<file path="src/rtl/keypad_scanner_if.sv">
// Key-code stream between the keypad scanner and the code lock digit input.
interface keypad_scanner_if;
  logic       key_valid;
  logic [3:0] key_code;
  logic       key_ready;

  modport master (output key_valid, output key_code, input key_ready);
  modport slave  (input key_valid, input key_code, output key_ready);
endinterface

</file>
<file path="src/rtl/keypad_scanner.sv">
// 4x4 active-low matrix keypad scanner with sweep-level debounce and a
// small show-ahead FIFO delivering one key code per distinct press.
module keypad_scanner #(
  parameter int CLK_DIV    = 1000,
  parameter int DEBOUNCE   = 4,
  parameter int FIFO_DEPTH = 4
) (
  input  logic              clk,
  input  logic              rst,
  output logic [3:0]        col_n,
  input  logic [3:0]        row_n,
  keypad_scanner_if.master  key,
  output logic              overflow,
  output logic              multi
);

  localparam int DIV_W = $clog2(CLK_DIV);
  localparam int CNT_W = $clog2(DEBOUNCE + 1);
  localparam int PTR_W = $clog2(FIFO_DEPTH);

  typedef enum logic [1:0] {IDLE, CAND, PRESSED, REL} state_t;

  logic [3:0]       sync1;
  logic [3:0]       row_sync;
  logic [DIV_W-1:0] div;
  logic [1:0]       col;
  logic [15:0]      snap;
  logic [15:0]      snap_next;
  logic             step;
  logic             sweep_done;
  logic             empty;
  logic             single;
  logic [3:0]       key_idx;

  state_t           state;
  logic [3:0]       cand;
  logic [CNT_W-1:0] cnt;
  logic [CNT_W-1:0] cnt_inc;
  logic             push;

  logic [3:0]       mem [FIFO_DEPTH];
  logic [PTR_W-1:0] wr_ptr;
  logic [PTR_W-1:0] rd_ptr;
  logic [PTR_W-1:0] rd_next;
  logic [PTR_W:0]   count;
  logic [PTR_W:0]   count_next;
  logic             full;
  logic             pop;
  logic             do_push;
  logic [3:0]       head_next;
  logic [3:0]       code_q;

  assign step       = (div == DIV_W'(CLK_DIV - 1));
  assign sweep_done = step && (col == 2'd3);
  assign cnt_inc    = cnt + 1'b1;

  // Two-flop synchronizer for the asynchronous row lines; idles high like the pull-ups.
  always_ff @(posedge clk or posedge rst) begin
    if (rst) begin
      sync1    <= 4'hF;
      row_sync <= 4'hF;
    end else begin
      sync1    <= row_n;
      row_sync <= sync1;
    end
  end

  // Snapshot with the current column's rows merged in, so a sweep is classified on its final sample edge.
  always_comb begin
    snap_next = snap;
    if (step) begin
      for (int r = 0; r < 4; r++) begin
        snap_next[r*4 + int'(col)] = ~row_sync[r];
      end
    end
  end

  // Classify the completed sweep as empty, a single key, or a chord.
  always_comb begin
    key_idx = 4'd0;
    for (int i = 0; i < 16; i++) begin
      if (snap_next[i]) key_idx = 4'(i);
    end
    empty  = (snap_next == 16'd0);
    single = !empty && ((snap_next & (snap_next - 16'd1)) == 16'd0);
  end

  // Scan divider and column rotation; the column moves on the same edge its rows are captured.
  always_ff @(posedge clk or posedge rst) begin
    if (rst) begin
      div   <= '0;
      col   <= 2'd0;
      col_n <= 4'b1110;
      snap  <= 16'd0;
    end else begin
      snap <= snap_next;
      if (step) begin
        div   <= '0;
        col   <= col + 2'd1;
        col_n <= {col_n[2:0], col_n[3]};
      end else begin
        div <= div + 1'b1;
      end
    end
  end

  // Debounce FSM stepped once per sweep; push is a one-cycle request carrying cand.
  always_ff @(posedge clk or posedge rst) begin
    if (rst) begin
      state <= IDLE;
      cand  <= 4'd0;
      cnt   <= '0;
      push  <= 1'b0;
      multi <= 1'b0;
    end else begin
      push <= 1'b0;
      if (sweep_done) begin
        multi <= !empty && !single;
        case (state)
          IDLE: begin
            if (single) begin
              cand <= key_idx;
              cnt  <= CNT_W'(1);
              if (DEBOUNCE == 1) begin
                push  <= 1'b1;
                state <= PRESSED;
              end else begin
                state <= CAND;
              end
            end
          end
          CAND: begin
            if (single && (key_idx == cand)) begin
              cnt <= cnt_inc;
              if (cnt_inc == CNT_W'(DEBOUNCE)) begin
                push  <= 1'b1;
                state <= PRESSED;
              end
            end else if (single) begin
              cand <= key_idx;
              cnt  <= CNT_W'(1);
            end else begin
              state <= IDLE;
            end
          end
          PRESSED: begin
            if (empty) begin
              cnt   <= CNT_W'(1);
              state <= (DEBOUNCE == 1) ? IDLE : REL;
            end
          end
          REL: begin
            if (empty) begin
              cnt <= cnt_inc;
              if (cnt_inc == CNT_W'(DEBOUNCE)) state <= IDLE;
            end else begin
              state <= PRESSED;
            end
          end
          default: state <= IDLE;
        endcase
      end
    end
  end

  assign pop        = key.key_valid && key.key_ready;
  assign full       = (count == (PTR_W+1)'(FIFO_DEPTH));
  assign do_push    = push && (!full || pop);
  assign rd_next    = pop ? rd_ptr + 1'b1 : rd_ptr;
  assign count_next = count + (PTR_W+1)'(do_push) - (PTR_W+1)'(pop);
  assign head_next  = (do_push && (rd_next == wr_ptr)) ? cand : mem[rd_next];

  // FIFO storage; key_code is a register loaded with the upcoming head so it holds when empty.
  always_ff @(posedge clk or posedge rst) begin
    if (rst) begin
      for (int i = 0; i < FIFO_DEPTH; i++) mem[i] <= 4'd0;
      wr_ptr   <= '0;
      rd_ptr   <= '0;
      count    <= '0;
      code_q   <= 4'd0;
      overflow <= 1'b0;
    end else begin
      if (do_push) begin
        mem[wr_ptr] <= cand;
        wr_ptr      <= wr_ptr + 1'b1;
      end
      rd_ptr <= rd_next;
      count  <= count_next;
      if (count_next != '0) code_q <= head_next;
      if (push && full && !pop) overflow <= 1'b1;
    end
  end

  assign key.key_valid = (count != '0);
  assign key.key_code  = code_q;

endmodule

</file>
<file path="src/flat_wrapper.sv">
// flat-port wrapper written by rule: the top's interface ports become plain ports
module keypad_scanner_flat 
#(
  parameter int CLK_DIV    = 1000,
  parameter int DEBOUNCE   = 4,
  parameter int FIFO_DEPTH = 4
)
  (clk, rst, col_n, row_n, overflow, multi, key_key_valid, key_key_code, key_key_ready);
  keypad_scanner_if key_i ();
  input  logic clk;
  input  logic rst;
  output logic [3:0] col_n;
  input  logic [3:0] row_n;
  output logic overflow;
  output logic multi;
  output wire logic [$bits(key_i.key_valid)-1:0] key_key_valid;
  output wire logic [$bits(key_i.key_code)-1:0] key_key_code;
  input wire logic [$bits(key_i.key_ready)-1:0] key_key_ready;
  assign key_key_valid = key_i.key_valid;
  assign key_key_code = key_i.key_code;
  assign key_i.key_ready = key_key_ready;
  keypad_scanner #(.CLK_DIV(CLK_DIV), .DEBOUNCE(DEBOUNCE), .FIFO_DEPTH(FIFO_DEPTH)) u_core (.clk(clk), .rst(rst), .col_n(col_n), .row_n(row_n), .key(key_i), .overflow(overflow), .multi(multi));
endmodule
</file>
<file path="config.mk">
export PLATFORM = sky130hd
export DESIGN_NAME = keypad_scanner_flat
export DESIGN_NICKNAME = d
export VERILOG_FILES = /design/src/rtl/keypad_scanner_if.sv /design/src/rtl/keypad_scanner.sv /design/src/flat_wrapper.sv
export SDC_FILE = /design/constraint.sdc
export NUM_CORES = 1
export LEC_CHECK = 0
export CORE_MARGIN = 3
export CORE_UTILIZATION = 54
export DETAILED_ROUTE_END_ITERATION = 8
export PLACE_DENSITY = 0.75
export SLEW_MARGIN = 40
export SYNTH_ARGS = -nofsm -noshare
export SYNTH_HDL_FRONTEND = slang
export SYNTH_SLANG_ARGS = --single-unit
</file>
<file path="constraint.sdc">
create_clock -name clk -period 3.6 [get_ports clk]
set_input_delay 0.36 -clock clk [delete_from_list [all_inputs] [get_ports clk]]
set_output_delay 0.36 -clock clk [all_outputs]
set_load 0.03 [all_outputs]
</file>
==> results of run 1 <==
[cells by family (layout without fill, tap and decap cells)]
family,Yosys count,in the layout,synth area share
flip-flops,79,79,0.485
buffers and inverters,38,93,0.0421
AND/OR/NAND/NOR,110,110,0.162
multiplexers,40,40,0.124
AO/OA/AOI/OAI,67,67,0.113
adder cells (fa/ha/maj),14,14,0.0445
XOR/XNOR,14,14,0.0299
[state kept, by name (all words and copies together) (netlist names), 3 cells and up]
name	flops
u_core.key.key_code	4
u_core.mem	16
u_core.sync1	4
u_core.cnt	3
u_core.div	10
u_core.snap	16
u_core.col_n	4
u_core.cand	4
u_core.count	3
u_core.row_sync	4
[layer usage]
metal,part of all wire,vias up
met5,0,-
met4,0.022,0
met3,0.040,21
met2,0.49,71
met1,0.45,1470
li1,-,1406
[metrics by stage]
step | total power, mW | hold slack, ps | setup TNS, ps
final | 1.95 | 358 | 0
after global routing | 2.06 | 362 | -661
after CTS | 1.97 | 359 | 0
after detailed placement | 1.34 | 347 | 0
after global placement | 1.32 | 345 | 0
after floorplan | 1.24 | 345 | 0
[how the worst min path moves through the flow]
stage | slack (ps) | cells past startpoint | to
global route | 360 | 0 | u_core.row_sync[3]
CTS | 360 | 0 | u_core.row_sync[3]
finish | 360 | 0 | u_core.row_sync[3]
floorplan | 350 | 0 | u_core.row_sync[0]
detailed placement | 350 | 0 | u_core.row_sync[1]
global placement | 350 | 0 | u_core.row_sync[1]
[final cells by class]
class                      count  area (sq um)
tap                           99           124
sequential                    79          1990
timing repair buffer          50           430
multi-input combinational    245          2000
fill                         534          2490
clock inverter                 5          40.0
clock buffer                  11           151
inverter                      27           106
[cells in the final DEF (no fill, tap or decap), drive strengths merged, types with 7 or more instances in the layout]
cell type and instances:
dfrtp 68, buf 33, nand2 27, mux2 26
inv 25, nor2 19, o21ai 18, clkdlybuf4s50 17
ha 13, a21oi 12, clkbuf 11, dfstp 11
nand3 10, mux2i 10, xnor2 9, nor3 9
nand4 7
[synthesized netlist by cell type, types with 5 or more instances]
cell and instances:
a21oi_1 12, and3_1 5, clkbuf_1 6, dfrtp_1 68, dfstp_2 11, ha_1 13, inv_1 23, mux2_2 22
mux2i_1 7, nand2_1 27, nand3_1 10, nor2_1 19, nor3_1 8, o211ai_1 5, o21a_1 5, o21ai_0 16
xnor2_1 9, xor2_1 5
[repair_timing]
item	CTS	global route
setup buffers	0	12
endpoints found under the setup margin	0	8
gates resized for setup	0	10
[power groups by stage]
stage	logic (mW)	registers, mW	clock network, mW
final	0.350	0.972	0.627
after global routing	0.396	0.981	0.686
after CTS	0.355	0.970	0.642
after detailed placement	0.353	0.988	0
after global placement	0.337	0.985	0
after floorplan	0.237	1.00	0
==> metrics.md, run 1 <==
| Metric | Value |
|---|---|
| Initial antenna violation count | `0` |
| Comb pwr share | `0.180` |
| Slowest CP cell | `or4_4` |
| Reg2Reg Capture Point | `u_core.cand[3]` |
| Req. time, crit path | `~3900 ps` |
| Crit path to | `u_core.cand[3]` |
| Number of flops mapped to enable cells by yosys | `0` |
| Internal Power | `roughly 1.4 mW` |
| Crit path depth | `11` |
| Max FO, Critical Path | `7` |
| I/O pins | `18` |
| Final core occ | `0.660` |
| Grt total ovfl | `0` |
| Synthesized area per cell | `about 11 sq um` |
| DP Cell Count | `roughly 490` |
| Post-synthesis cell count | `362` |
| Final #Nets | `roughly 430` |
| Met2 Use GR | `0.330` |
| Via count | `between 2000 and 3000` |
| GR Util met3 | `0.0483` |
| Number of synthesized register bits | `around 80` |
| Non-Filler Instances | `a little over 500` |
| Tcrit/Tclk final | `0.997` |
| Die W | `93.2 um` |
| Synth top area share | `0.415` |
| Psw | `about 0.56 mW` |
| Max Fclk | `0.279 GHz` |
| Drt initial violations | `190` |
| Leakage | `about 2.3 nW` |
| Post-route cell area | `4840 sq um` |
| Tmin final | `3590 ps` |
| Reg2Reg Setup Slack | `10 ps` |
| Layout area overhead | `18.0%` |
| Via/cell ratio | `roughly 5.8` |
| Reg2reg start | `u_core.div[1]` |
| Clk_lat worst skew | `between 300 and 400 ps` |
| Critical path startpoint category | `flop` |
| Clock tree buffer depth | `2` |
| Hold Startpoint | `u_core.sync1[3]` |
| Worst Path Arrival | `approximately 3800 ps` |
| # diodes | `0` |
| Asr flop ratio synth | `1.00` |
| Synth Warn # | `0` |
| Clock transition at the registers of the reported paths | `90 ps` |
| Crit-path leading delay family | `simple AND/OR/NAND/NOR gates` |
| Full die area | `8680 sq um` |
| WL final | `slightly above 8000 um` |
| Clock power share | `0.322` |
| Cts hold-fix bufs | `0` |
| GR Layer Usage met1 | `0.259` |
| Starting Density | `0.560` |
| Worst Tran Pin Value | `about 570 ps` |
| CP cell instances | `ha_4 > and4b_4 > and4_4 > buf_12 > mux2_4 > nor4_4 > o22ai_1 > or3_4 > or4_4 > o21bai_4 > mux2_4` |
| Critical path type | `flop to flop` |
| Mapped Area | `between 4000 and 5000 sq um` |
| # DRC | `0` |
| Placed cell areas | `4490 sq um` |
| Syn nets | `383` |
| Hold Path Class | `flop to flop` |
| Most used cell along the critical path | `mux2_4` |
| R2r worst-path depth | `11` |
| Wirelength per Cell | `15.8 um` |
| Number of global-route vias before repair | `between 2000 and 3000` |
| Core area | `7330 sq um` |
| CTS tree | `yes` |
| Worst Skew | `~11 ps` |
| CTS root buf | `clkbuf_8` |
| Crit. End Element | `flop` |
| VDD IR-drop max | `239 uV` |
| Final Hold Violating Endpoints | `0` |
| CTS Buf Count | `9` |
| DRT Pass-1 Iters | `5` |
| Ys flop type | `dfrtp_1` |
| Largest net degree at the start of global routing | `56` |
| H-Tree Depth | `3` |
| Final Max Slew Viols | `0` |
| Cell variety after synth | `62` |
| Sequential Power Share | `0.499` |
| Area contributors post-synth | `dfrtp_1, dfstp_2, mux2_2` |
| Total of max-cap violations | `0` |
| Port Buffers | `17` |
| Final antenna-violating net count | `0` |
| DP Worst Slack | `between 20 and 30 ps` |
| Post-synthesis sequential area ratio | `0.485` |
| RSZ-0062 raised after global routing | `true` |
| Worst relative slew slack | `0.622` |
| Setup Viol. Count Final | `0` |
| Gr usage total | `0.202` |
| Busiest grt layer | `met2` |
| HPWL Detailed | `5780 um` |
| Pwr/cell area | `about 400 nW/um^2` |
| Gpl congestion | `around 0.87` |
| Die height | `roughly 93 um` |
| CTS sink cnt | `between 70 and 80` |
| CP max stage delay | `roughly 500 ps` |
| Worst path bufs/invs | `1` |
| Crit path launch | `u_core.div[1]` |
| # rows | `31` |
| Layout cell share with drive strength beyond 1 | `0.288` |
| Outcome | `finished, final reports clean` |
| Synth area leader | `dfrtp_1` |
| First-pass GRT wire length | `about 14000 um` |
| Sw Share | `0.289` |
| Setup ws final | `between 9 and 10 ps` |
Note: power is estimated with default switching activity, not from simulation.
==> run 2, diff against run 1 <==
- CORE_ASPECT_RATIO: default -> 0.75
==> metrics.md, run 2 (synthesis gave the netlist of run 1 again) <==
| Metric | Value |
|---|---|
| Outcome | `finished, final reports clean` |
| Worst relative slew slack | `0.537 (-0.0853)` |
| Clock transition at the registers of the reported paths | `80 ps (about the same)` |
| WL final | `9060 um (+11%)` |
| CTS sink cnt | `79 (unchanged)` |
| Full die area | `8690 sq um (+0.13%)` |
| Cts hold-fix bufs | `0 (unchanged)` |
| DP Cell Count | `484 (-0.82%)` |
| Total of max-cap violations | `0 (unchanged)` |
| DP Worst Slack | `28.1 ps (-1.29 ps)` |
| Top Registers | `u_core.mem (16), u_core.snap (16), u_core.div (10)` |
| Via count | `2979 (+0.37%)` |
| Leakage | `2.30 nW (-0.65%)` |
| Drt initial violations | `271 (+43%)` |
| I/O pins | `18 (unchanged)` |
| Worst Skew | `12.5 ps (+1.34 ps)` |
| DRT Pass-1 Iters | `5 (unchanged)` |
| Hold Startpoint | `u_core.sync1[0]` |
| Hold Path End | `u_core.row_sync[0]` |
| Layout area overhead | `16.5%` |
| CTS tree | `yes` |
| Critical path startpoint category | `flop` |
| Initial antenna violation count | `0 (unchanged)` |
| Setup Viol. Count Final | `0 (unchanged)` |
| Starting Density | `0.579 (+0.0189)` |
| Tcrit/Tclk final | `0.988 (-0.00916)` |
| Via/cell ratio | `5.90 (+2.6%)` |
| Fillcell total | `552 (+3.4%)` |
| Final setup TNS | `0 ps (unchanged)` |
| Reg2reg start | `u_core.div[0]` |
| H-Tree Depth | `3 (unchanged)` |
| Most frequent cells in the layout | `dfrtp_1, nand2_1, buf_4` |
| Largest net degree at the start of global routing | `59 (+5.4%)` |
| Die height | `81.5 um (-13%)` |
| Non-Filler Instances | `505 (-2.1%)` |
| Grt total ovfl | `0 (unchanged)` |
| Clk_lat worst skew | `360 ps (about the same)` |
| Die W | `107 um (+14%)` |
| Critical path type | `flop to flop` |
| Req. time, crit path | `3850 ps (about the same)` |
| HPWL Detailed | `6400 um (+11%)` |
| Commonest non-fill, non-tap cell in the layout | `dfrtp_1` |
| RSZ-0062 raised after global routing | `true` |
| Core area | `7090 sq um (-3.3%)` |
| Max Fclk | `0.281 GHz (+0.93%)` |
| Setup ws final | `42.9 ps (+33.0 ps)` |
| # DRC | `0 (unchanged)` |
| Clock tree buffer depth | `2 (unchanged)` |
| Port Buffers | `17 (unchanged)` |
| Reg2Reg Capture Point | `u_core.cand[3]` |
| Worst Tran Pin Value | `693 ps (+127 ps)` |
| Cell count of the worst hold path | `0 (unchanged)` |
| Post-route cell area | `4780 sq um (-1.3%)` |
| R2r worst-path depth | `10 (-1)` |
| # rows | `26 (-16%)` |
| VDD IR-drop max | `237 uV (-0.87%)` |
| Gpl congestion | `0.876 (+0.59%)` |
| CTS Buf Count | `9 (unchanged)` |
| Gr usage total | `0.228 (+0.0264)` |
| Final antenna-violating net count | `0 (unchanged)` |
| Tmin final | `3560 ps (-33.0 ps)` |
| Hold Path Class | `flop to flop` |
| Reg2Reg Setup Slack | `40 ps (+30 ps)` |
| Placed cell areas | `4470 sq um (-0.53%)` |
| CTS root buf | `clkbuf_8` |
| Wirelength per Cell | `17.9 um (+13%)` |
| Worst Path Arrival | `3800 ps (-40 ps)` |
| First-pass GRT wire length | `15000 um (+10%)` |
| Max FO, Critical Path | `10 (+3)` |
| Final Max Slew Viols | `0 (unchanged)` |
| Number of global-route vias before repair | `2941 (+1.4%)` |
| Layout cell share with drive strength beyond 1 | `0.268 (-0.0200)` |
| Crit. End Element | `flop` |
| Pwr/cell area | `412 nW/um^2 (+2.2%)` |
| Final #Nets | `423 (-2.3%)` |
| # diodes | `0 (unchanged)` |
| Final Hold Violating Endpoints | `0 (unchanged)` |
[run 2: cell count changes in the layout (fill, tap and decap cells not counted), moves of 2 or more]
cell and change:
o31ai_1 -2, nor3_2 -2, clkbuf_1 +2, mux2i_4 +2, o31ai_2 +2, clkinv_2 +2, buf_4 -9, clkinvlp_4 -2
mux2i_2 -3
[run 2: stage by stage]
step / power, mW / hold slack (ps) / util
6_report: 1.97 / 357 / 0.674
5_1_grt: 2.08 / 365 / 0.674
4_1_cts: 1.99 / 358 / 0.658
3_5_place_dp: 1.34 / 347 / 0.630
3_3_place_gp: 1.32 / 346 / 0.629
2_1_floorplan: 1.24 / 345 / -
[run 2: final cells by class]
type,count,area (sq um),area share
inverters,27,106,0.0223
clock buffers,12,145,0.0304
repair buffers,40,343,0.0717
multi-input cells,245,2020,0.424
flip-flops and latches,79,1990,0.416
clock inverters,4,47.5,0.00995
well taps,98,123,0.0257
[run 2: how the worst max path moves through the flow]
| stage | from | slack (ps) | end | depth (start not counted) |
|---|---|---|---|---|
| 2_1_floorplan | u_core.div[0] | 0.7 | u_core.cand[2] | 14 |
| 3_5_place_dp | u_core.div[0] | 30 | u_core.cand[3] | 11 |
| 3_3_place_gp | u_core.div[0] | 140 | u_core.cand[3] | 10 |
| 6_report | u_core.div[0] | 40 | u_core.cand[3] | 10 |
| 4_1_cts | u_core.div[0] | 20 | u_core.cand[3] | 11 |
| 5_1_grt | u_core.div[0] | -50 | u_core.cand[3] | 11 |
[run 2: worst max-delay path: stages (launching register included)]
cell and delay [ps]:
dfrtp_1 430, ha_4 180, and4b_4 310, and4_4 340, mux2_4 390, nor4_4 290
o22ai_1 110, or3_4 400, or4_4 490, o21bai_4 200, mux2_4 310
[run 2: metal layers]
metal	global-route usage	up-vias	wire length, um
met3	0.0707	22	578
met4	0.0639	0	156
met1	0.326	1464	4400
li1	-	1381	-
met2	0.340	112	3930
met5	0	-	0
[run 2: timing repair]
action / 4_1_cts / 5_1_grt
pin swaps: 0 / 8
cloned: 0 / 0
buffers inserted: 0 / 5
resized for setup: 1 / 15
setup endpoints to repair: 1 / 7
[run 2: where the power goes]
part | switching [mW] | internal (mW)
clock network | 0.308 | 0.337
logic | 0.196 | 0.154
registers | 0.0324 | 0.940
==> run 3, diff against run 2 <==
- ABC_CLOCK_PERIOD_IN_PS: default -> 3600
==> results of run 3 <==
Same layout as run 2: the final DEF is identical, and so are final timing and power.
